**src/rtl/sdram_rw_arbiter.sv**
```systemverilog
// Burst request arbiter in front of the SDRAM command controller: picks write/read
// full-page bursts from FIFO levels and manages a ping-pong frame store.
module sdram_rw_arbiter #(
    parameter int unsigned BURST_LEN = 256,
    parameter int unsigned WR_THRESH = 256,
    parameter int unsigned RD_LOW    = 256,
    parameter int unsigned FIFO_AW   = 10
) (
    input  logic               clk,
    input  logic               rst_n,
    input  logic               sdram_init_done,
    input  logic [FIFO_AW-1:0] wfifo_usedw,
    input  logic [FIFO_AW-1:0] rfifo_usedw,
    input  logic               wr_frame_start,
    input  logic               rd_frame_start,
    input  logic               cmd_ack,
    output logic [1:0]         ctrl_cmd,
    output logic [21:0]        sys_addr,
    output logic               wr_buf_sel,
    output logic               rd_buf_sel,
    output logic               busy,
    output logic               wr_wrap_err
);

    typedef enum logic [1:0] {IDLE, WR_REQ, RD_REQ} state_t;

    localparam logic [21:0] STEP = 22'(BURST_LEN);

    state_t      state, state_nxt;
    logic [1:0]  cmd_nxt;
    logic [20:0] wr_off, rd_off, wr_off_n, rd_off_n;
    logic [21:0] wr_sum, rd_sum;
    logic        wr_buf_n, rd_buf_n, last_done, last_n;
    logic        wr_pend, rd_pend, wr_sync, rd_sync, apply, wr_ack, rd_ack, wrap;

    always_comb begin
        state_nxt = state;
        cmd_nxt   = 2'b00;
        case (state)
            IDLE: begin
                if (sdram_init_done) begin
                    if (32'(wfifo_usedw) >= WR_THRESH)   state_nxt = WR_REQ;
                    else if (32'(rfifo_usedw) <= RD_LOW) state_nxt = RD_REQ;
                end
            end
            WR_REQ, RD_REQ: if (cmd_ack) state_nxt = IDLE;
            default: state_nxt = IDLE;
        endcase
        if (state_nxt == WR_REQ)      cmd_nxt = 2'b01;
        else if (state_nxt == RD_REQ) cmd_nxt = 2'b10;
    end

    // Frame syncs take effect only when no request is outstanding (idle or on the
    // ack edge), after the offset increment, so sys_addr is frozen mid-request.
    always_comb begin
        wr_ack   = (state == WR_REQ) && cmd_ack;
        rd_ack   = (state == RD_REQ) && cmd_ack;
        apply    = (state == IDLE) || wr_ack || rd_ack;
        wr_sync  = apply && (wr_frame_start || wr_pend);
        rd_sync  = apply && (rd_frame_start || rd_pend);
        wr_sum   = {1'b0, wr_off} + STEP;
        rd_sum   = {1'b0, rd_off} + STEP;
        wrap     = wr_ack && wr_sum[21];
        wr_off_n = wr_sync ? '0 : (wr_ack ? wr_sum[20:0] : wr_off);
        rd_off_n = rd_sync ? '0 : (rd_ack ? rd_sum[20:0] : rd_off);
        wr_buf_n = wr_sync ? ~wr_buf_sel : wr_buf_sel;
        last_n   = wr_sync ? wr_buf_sel : last_done;
        rd_buf_n = rd_sync ? last_done : rd_buf_sel;
    end

    always_ff @(posedge clk or negedge rst_n) begin
        if (!rst_n) begin
            state       <= IDLE;
            ctrl_cmd    <= 2'b00;
            sys_addr    <= '0;
            busy        <= 1'b0;
            wr_wrap_err <= 1'b0;
            wr_buf_sel  <= 1'b0;
            rd_buf_sel  <= 1'b1;
            last_done   <= 1'b1;
            wr_off      <= '0;
            rd_off      <= '0;
            wr_pend     <= 1'b0;
            rd_pend     <= 1'b0;
        end else begin
            state       <= state_nxt;
            ctrl_cmd    <= cmd_nxt;
            busy        <= (state_nxt != IDLE);
            wr_wrap_err <= wr_wrap_err | wrap;
            wr_buf_sel  <= wr_buf_n;
            rd_buf_sel  <= rd_buf_n;
            last_done   <= last_n;
            wr_off      <= wr_off_n;
            rd_off      <= rd_off_n;
            wr_pend     <= apply ? 1'b0 : (wr_pend | wr_frame_start);
            rd_pend     <= apply ? 1'b0 : (rd_pend | rd_frame_start);
            if (state == IDLE && state_nxt == WR_REQ) sys_addr <= {wr_buf_n, wr_off_n};
            if (state == IDLE && state_nxt == RD_REQ) sys_addr <= {rd_buf_n, rd_off_n};
        end
    end

endmodule

```
**config.mk**
```make
export PLATFORM = sky130hd
export DESIGN_NAME = sdram_rw_arbiter
export DESIGN_NICKNAME = d
export VERILOG_FILES = /design/src/rtl/sdram_rw_arbiter.sv
export SDC_FILE = /design/constraint.sdc
export NUM_CORES = 1
export LEC_CHECK = 0
export ABC_AREA = 0
export BUFFER_PORTS_ARGS = -buffer_cell sky130_fd_sc_hd__buf_2
export CAP_MARGIN = 10
export CORE_MARGIN = 2
export CORE_UTILIZATION = 50
export DETAILED_ROUTE_END_ITERATION = 8
export PLACE_DENSITY = 0.83
export SYNTH_ARGS = -nofsm -noshare
export SYNTH_HDL_FRONTEND = slang
export SYNTH_SLANG_ARGS = --single-unit
```
**constraint.sdc**
```tcl
create_clock -name clk -period 2.4 [get_ports clk]
set_input_delay 0.48 -clock clk [delete_from_list [all_inputs] [get_ports clk]]
set_output_delay 0.48 -clock clk [all_outputs]
set_load 0.02 [all_outputs]
```
==> results of run 1 <==
[power by group]
part / switching (mW) / internal (mW) / leakage, nW / total, mW
Sequential: 0.228 / 1.56 / 0.989 / 1.79
Combinational: 1.56 / 1.07 / 0.899 / 2.63
Clock: 0.487 / 0.408 / 0.0859 / 0.895
[worst paths after layout]
check / cells past startpoint / startpoint / end / slack [ns]
max: 8 / state[1] / sys_addr[16] / 0.16
min: 1 / rst_n / wr_off[7] / 0.08
max reg2reg: 8 / state[1] / sys_addr[16] / 0.16
min reg2reg: 1 / wr_wrap_err / wr_wrap_err / 0.47
max in group asynchronous: 2 / rst_n / rd_pend / 1.75
min in group clk: 3 / rd_frame_start / rd_pend / 0.37
[final cells by class]
cell class | count | area share
clock buffers | 11 | 0.0310
clock inverters | 5 | 0.00822
inverters | 6 | 0.00493
multi-input cells | 264 | 0.411
flip-flops and latches | 75 | 0.411
well taps | 99 | 0.0271
repair buffers | 73 | 0.107
[flip-flops by register name, indices dropped and copies added, names as in the netlist]
signal       flops
sys_addr        22
rd_pend          1
wr_wrap_err      1
busy             1
wr_off          21
rd_off          21
state            2
last_done        1
wr_buf_sel       1
wr_pend          1
ctrl_cmd         2
rd_buf_sel       1
[metrics by stage]
step / TNS [ns] / worst slack (ns) / util / power, mW / area (µm²)
CTS: 0 / 0.0413 / 0.616 / 5.31 / 4540
finish: 0 / 0.157 / 0.620 / 5.32 / 4570
global route: 0 / 0.0114 / 0.620 / 5.61 / 4570
global placement: 0 / 0.0427 / 0.590 / 4.31 / 4350
floorplan: 0 / 0.213 / - / 3.57 / 3850
detailed placement: -0.164 / -0.0261 / 0.590 / 4.40 / 4350
[critical path, stage by stage, from the launching register on]
cell and delay (ns):
dfrtp_1 0.40, inv_1 0.08, buf_4 0.10, ha_2 0.27
nand4_2 0.21, or4_1 0.51, a21oi_1 0.23, o22ai_1 0.12
a211oi_2 0.23
[metal layers]
metal  track usage  up-vias
li1              -     1509
met1         0.318     1602
met2         0.374      107
met3        0.0345       23
met4         0.107        0
met5             0        -
[cells by family (layout without fill, tap and decap cells)]
kind of cell / Yosys count / after routing
AND/OR/NAND/NOR: 143 / 143
AO/OA/AOI/OAI: 103 / 104
adder cells (fa/ha/maj): 6 / 6
multiplexers: 3 / 3
XOR/XNOR: 8 / 8
buffers and inverters: 26 / 95
flip-flops: 75 / 75
[placed cells by master (no fill, tap or decap), types with 12 or more instances in the layout]
cell      instances
a211oi_2         20
nor3_2           13
o21ai_0          14
nand3_1          12
nor3_1           31
o22ai_1          21
buf_2            44
nor2_1           18
buf_4            25
nand2_1          14
a21oi_1          18
dfrtp_1          73
nor2b_1          17
[repair_timing]
action,CTS,global route
gates resized for setup,1,3
pin swaps,0,1
setup endpoints to repair,19,8
gates cloned,1,0
hold endpoints to repair,0,0
setup buffers,0,2
==> results.sh, run 1 <==
export IMPL_clk_latency_ns=0.35
export IMPL_final_cells=533
export IMPL_status="finished clean"
export IMPL_syn_area_um2=3850
export IMPL_fmax_ghz=0.446
export IMPL_multi_input_area_um2=1880
export IMPL_area_growth_pct=18.8
export IMPL_gp_congestion=0.835
export IMPL_fin_skew_ns=0.0138
export IMPL_grt_pass1_wl_um=15600
export IMPL_async_reset_ff_frac=1.00
export IMPL_peakVddDrop_mv=0.659
export IMPL_rsz0062_at_grt="false"
export IMPL_finalSetupViolCount=0
export IMPL_ff_latch_area_um2=1880
export IMPL_drt_pass1_iter_count=4
export IMPL_route_met3_wl_um=575
export IMPL_synth_top_family_by_area="simple AND/OR/NAND/NOR gates"
export IMPL_met1Wirelength_um=4030
export IMPL_yosys_top_cells_area="dfrtp_1 47%, a211oi_2 6.5%, nor3_1 4.2%"
export IMPL_synth_area_mux_share=0.00846
export IMPL_die_area_um2=8410
export IMPL_yosysTopAreaCell="dfrtp_1"
export IMPL_numPortBuffers=45
export IMPL_synthSimpleGateAreaFrac=0.222
export IMPL_period_share=0.935
export IMPL_synth_top_cell_area_share=0.475
export IMPL_cap_viol_max_count=0
export IMPL_critPathKind="flop to flop"
export IMPL_wl_met2_um=4510
export IMPL_synth_edf_count=0
export IMPL_finalWirelength_um=9330
export IMPL_yosys_cell_count_top_type="dfrtp_1"
export IMPL_num_fill_cells=618
export IMPL_drive_gt1_frac=0.327
export IMPL_top_layer_used="met4"
export IMPL_die_h_um=91.7
export IMPL_io_pins=54
export IMPL_grt_pass1_vias=3214
export IMPL_startpoint_type="flop"
export IMPL_grt_max_degree=42
export IMPL_cp_required_ns=2.67
export IMPL_die_x_um=91.7
export IMPL_p_per_area_nw_per_um2=1160
export IMPL_vias=3241
export IMPL_worstMarginPinSlew_ns=0.701
export IMPL_yosysWarnings=0
export IMPL_ys_types=51
export IMPL_start_util=0.522
export IMPL_overflow=0
export IMPL_synth_xor_area_share=0.0182
export IMPL_cts_num_sinks=75
export IMPL_rows=31
export IMPL_synthTopCellsByCount="73 x dfrtp_1, 32 x nor3_1, 21 x a21oi_1, 21 x o22ai_1, 20 x a211oi_2"
export IMPL_nets=461
export IMPL_synth_compound_area_share=0.205
export IMPL_hpwl_um=6250
export IMPL_root_buffer="clkbuf_8"
export IMPL_worst_hold_slack_ns=0.0811
export IMPL_antenna_found_initial=0
export IMPL_dp_cells=514
export IMPL_core_um2=7370
export IMPL_n_antenna_cell=0
export IMPL_wl_per_cell_um=17.5
export IMPL_slew_violations=0
export IMPL_gr_usage_all_layers=0.234
export IMPL_cp_arrival_ns=2.51
export IMPL_hold_violations=0
export IMPL_ys_seq_area_frac=0.489
export IMPL_fin_crit_ns=2.24
export IMPL_maxSlewHeadroom=0.531
export IMPL_endpoint_kind="flop"
export IMPL_clkTransAtPathRegs_ns=0.09
export IMPL_cts_buffers=9
export IMPL_ant_nets=0
export IMPL_drt_iter0_markers=150
export IMPL_drc=0
export IMPL_avgViaCountPerCell=6.08
export IMPL_crit_fanout=8
export IMPL_htree_levels=3
export IMPL_holdCritPathClass="primary input to async pin"
export IMPL_power_leakage_nw=1.97
export IMPL_cts_tree="done"
export IMPL_ys_ff_latch=75
export IMPL_syn_nets=396
export IMPL_yosys_area_share_adder=0.0195
export IMPL_cts_buffer_depth=2
export IMPL_synth_ff_type="dfrtp_1"
export IMPL_synthesis_instances=364
export IMPL_cts_hold_buffers=0
export IMPL_syn_avg_cell_area_um2=10.6
Power figures use the tool's default switching activity.
==> run 2, diff against run 1 <==
- CELL_PAD_IN_SITES_DETAIL_PLACEMENT: unset -> 1
- CELL_PAD_IN_SITES_GLOBAL_PLACEMENT: unset -> 1
- CORE_UTILIZATION: 50 -> 45
- PLACE_DENSITY: 0.83 -> 0.92
- clock period: 2.4 -> 2.1 ns (I/O delays scaled with it)
==> run 2 against run 1 <==
Die area grew 11%. Register-to-register slack worse by 0.49 ns. Flip-flop and latch count unchanged. Total power increased by 45%. Via count grew 27%. Wire length grew 100%. Critical endpoint is now sys_addr[20]. Non-clock buffer count is 52 higher. Sequential share of layout area fell by 7.6 points. Highest routed layer unchanged. First-iteration DRC count rose by 130%. Count of clock-buffer cells in the layout is 1 lower. Global-route usage rose by 10 points. Largest power group unchanged. The flow now finishes with violations (setup timing). Utilization increased by 5.8 points.
==> results.sh, run 2 (same netlist as run 1, synthesis figures left out) <==
export IMPL_placed_cell_area_um2=4550
export IMPL_pre_cts_slack_ns=-0.346
export IMPL_crit_fanout=5
export IMPL_holdCritPathClass="primary input to flop"
export IMPL_fin_crit_ns=2.44
export IMPL_rrSetupSlack_ns=-0.34
export IMPL_cp_arrival_ns=2.68
export IMPL_cts_buffers=9
export IMPL_startpoint_type="flop"
export IMPL_reg_top3="sys_addr: 22 flops, rd_off: 21 flops, wr_off: 21 flops"
export IMPL_cts_num_sinks=75
export IMPL_largest_register="sys_addr"
export IMPL_slew_violations=0
export IMPL_final_core_util=0.678
export IMPL_dp_cells=540
export IMPL_final_common_cell="dfrtp_1"
export IMPL_rows=33
export IMPL_layout_common_cells="73 x dfrtp_1, 64 x buf_4, 44 x buf_2"
export IMPL_worst_hold_slack_ns=0.314
export IMPL_r2r_start="wr_off[14]"
export IMPL_antenna_found_initial=0
export IMPL_avgViaCountPerCell=6.97
export IMPL_hold_violations=0
export IMPL_totalPowerFinal_mw=7.72
export IMPL_power_leakage_nw=2.36
export IMPL_worstMarginPinSlew_ns=0.641
export IMPL_violations="setup timing"
export IMPL_r2r_end="sys_addr[20]"
export IMPL_finalWirelength_um=19000
export IMPL_area_growth_pct=45.6
export IMPL_htree_levels=3
export IMPL_min_delay_start="rd_frame_start"
export IMPL_start_util=0.466
export IMPL_finalSetupViolCount=24
export IMPL_maxSlewHeadroom=0.569
export IMPL_endpoint_kind="flop"
export IMPL_rsz0062_at_grt="true"
export IMPL_vias=4121
export IMPL_p_per_area_nw_per_um2=1380
export IMPL_critPathKind="flop to flop"
export IMPL_die_x_um=96.5
export IMPL_holdPathEnd="rd_pend"
export IMPL_cp_required_ns=2.34
export IMPL_cp_startpoint="wr_off[14]"
export IMPL_die_area_um2=9300
export IMPL_io_pins=54
export IMPL_final_cell_area_um2=5600
export IMPL_grt_max_degree=32
export IMPL_cap_viol_max_count=0
export IMPL_ant_nets=0
export IMPL_gp_congestion=0.838
export IMPL_gr_usage_all_layers=0.338
export IMPL_wl_per_cell_um=32.1
export IMPL_status="finished, violations left"
export IMPL_hold_depth=3
export IMPL_hpwl_um=8700
export IMPL_clk_latency_ns=0.37
export IMPL_nets=513
export IMPL_rr_worst_depth=5
export IMPL_clkTransAtPathRegs_ns=0.10
export IMPL_peakVddDrop_mv=0.930
export IMPL_grt_pass1_vias=4046
export IMPL_grt_pass1_wl_um=23000
export IMPL_drc=0
export IMPL_fin_ws_ns=-0.337
export IMPL_die_h_um=96.5
export IMPL_drt_pass1_iter_count=5
export IMPL_period_share=1.16
export IMPL_n_antenna_cell=0
export IMPL_overflow=0
export IMPL_core_um2=8260
export IMPL_cts_tree="done"
export IMPL_setup_tns_ns=-2.26
export IMPL_drt_iter0_markers=351
export IMPL_numPortBuffers=45
export IMPL_root_buffer="clkbuf_8"
export IMPL_largest_reg_flops=22
export IMPL_final_cells=591
export IMPL_drive_gt1_frac=0.558
export IMPL_fin_skew_ns=0.0180
export IMPL_cts_buffer_depth=2
export IMPL_fmax_ghz=0.410
-- run 2: cell count changes in the layout (fill, tap and decap cells not counted), sizes merged --
cell,previous run,this run
clkinvlp,2,3
clkinv,2,0
buf,73,123
bufinv,0,1
dlygate4sd3,0,1
inv,7,8
-- run 2: layer usage --
layer  vias up  track usage  share of wire  routed length (µm)
li1       1607            -              -                   -
met1      2013        0.411           0.36                6890
met2       356        0.575           0.47                8900
met3       145       0.0644          0.088                1670
met4         0        0.169          0.081                1540
met5         -            0              0                   0
-- run 2: repair_timing --
| item | 4_1_cts | 5_1_grt |
|---|---|---|
| gates cloned | 4 | 2 |
| buffers inserted | 14 | 15 |
| setup endpoints to repair | 27 | 24 |
| pin swaps | 20 | 27 |
| hold buffers | 1 | 0 |
| hold endpoints to repair | 14 | 0 |
| gates resized for setup | 49 | 65 |
-- run 2: worst max-delay path by stage --
| stage | cells past startpoint | endpoint |
|---|---|---|
| 3_3_place_gp | 8 | ctrl_cmd[1] |
| 3_5_place_dp | 9 | sys_addr[20] |
| 5_1_grt | 5 | sys_addr[20] |
| 6_report | 5 | sys_addr[20] |
| 4_1_cts | 9 | sys_addr[20] |
| 2_1_floorplan | 9 | sys_addr[20] |
-- run 2: where the power goes --
| group | leakage [nW] | internal [mW] | switching, mW |
|---|---|---|---|
| sequential | 0.989 | 1.79 | 0.353 |
| combinational | 1.28 | 1.74 | 2.59 |
| clock | 0.0955 | 0.591 | 0.661 |
| total | 2.36 | 4.12 | 3.61 |
-- run 2: cell type report --
type / count / area, µm²
clock inverter: 6 / 70.1
tap: 105 / 131
inverter: 6 / 22.5
sequential: 75 / 1880
multi-input combinational: 264 / 2360
fill: 844 / 2660
timing repair buffer: 125 / 998
clock buffer: 10 / 138
-- run 2: critical path, stage by stage, from the launching register on --
cell and delay, ns:
dfrtp_1 0.45, nand3_1 0.23, nor3_1 0.61, nor4bb_4 0.53, o32ai_2 0.16, a211oi_2 0.34
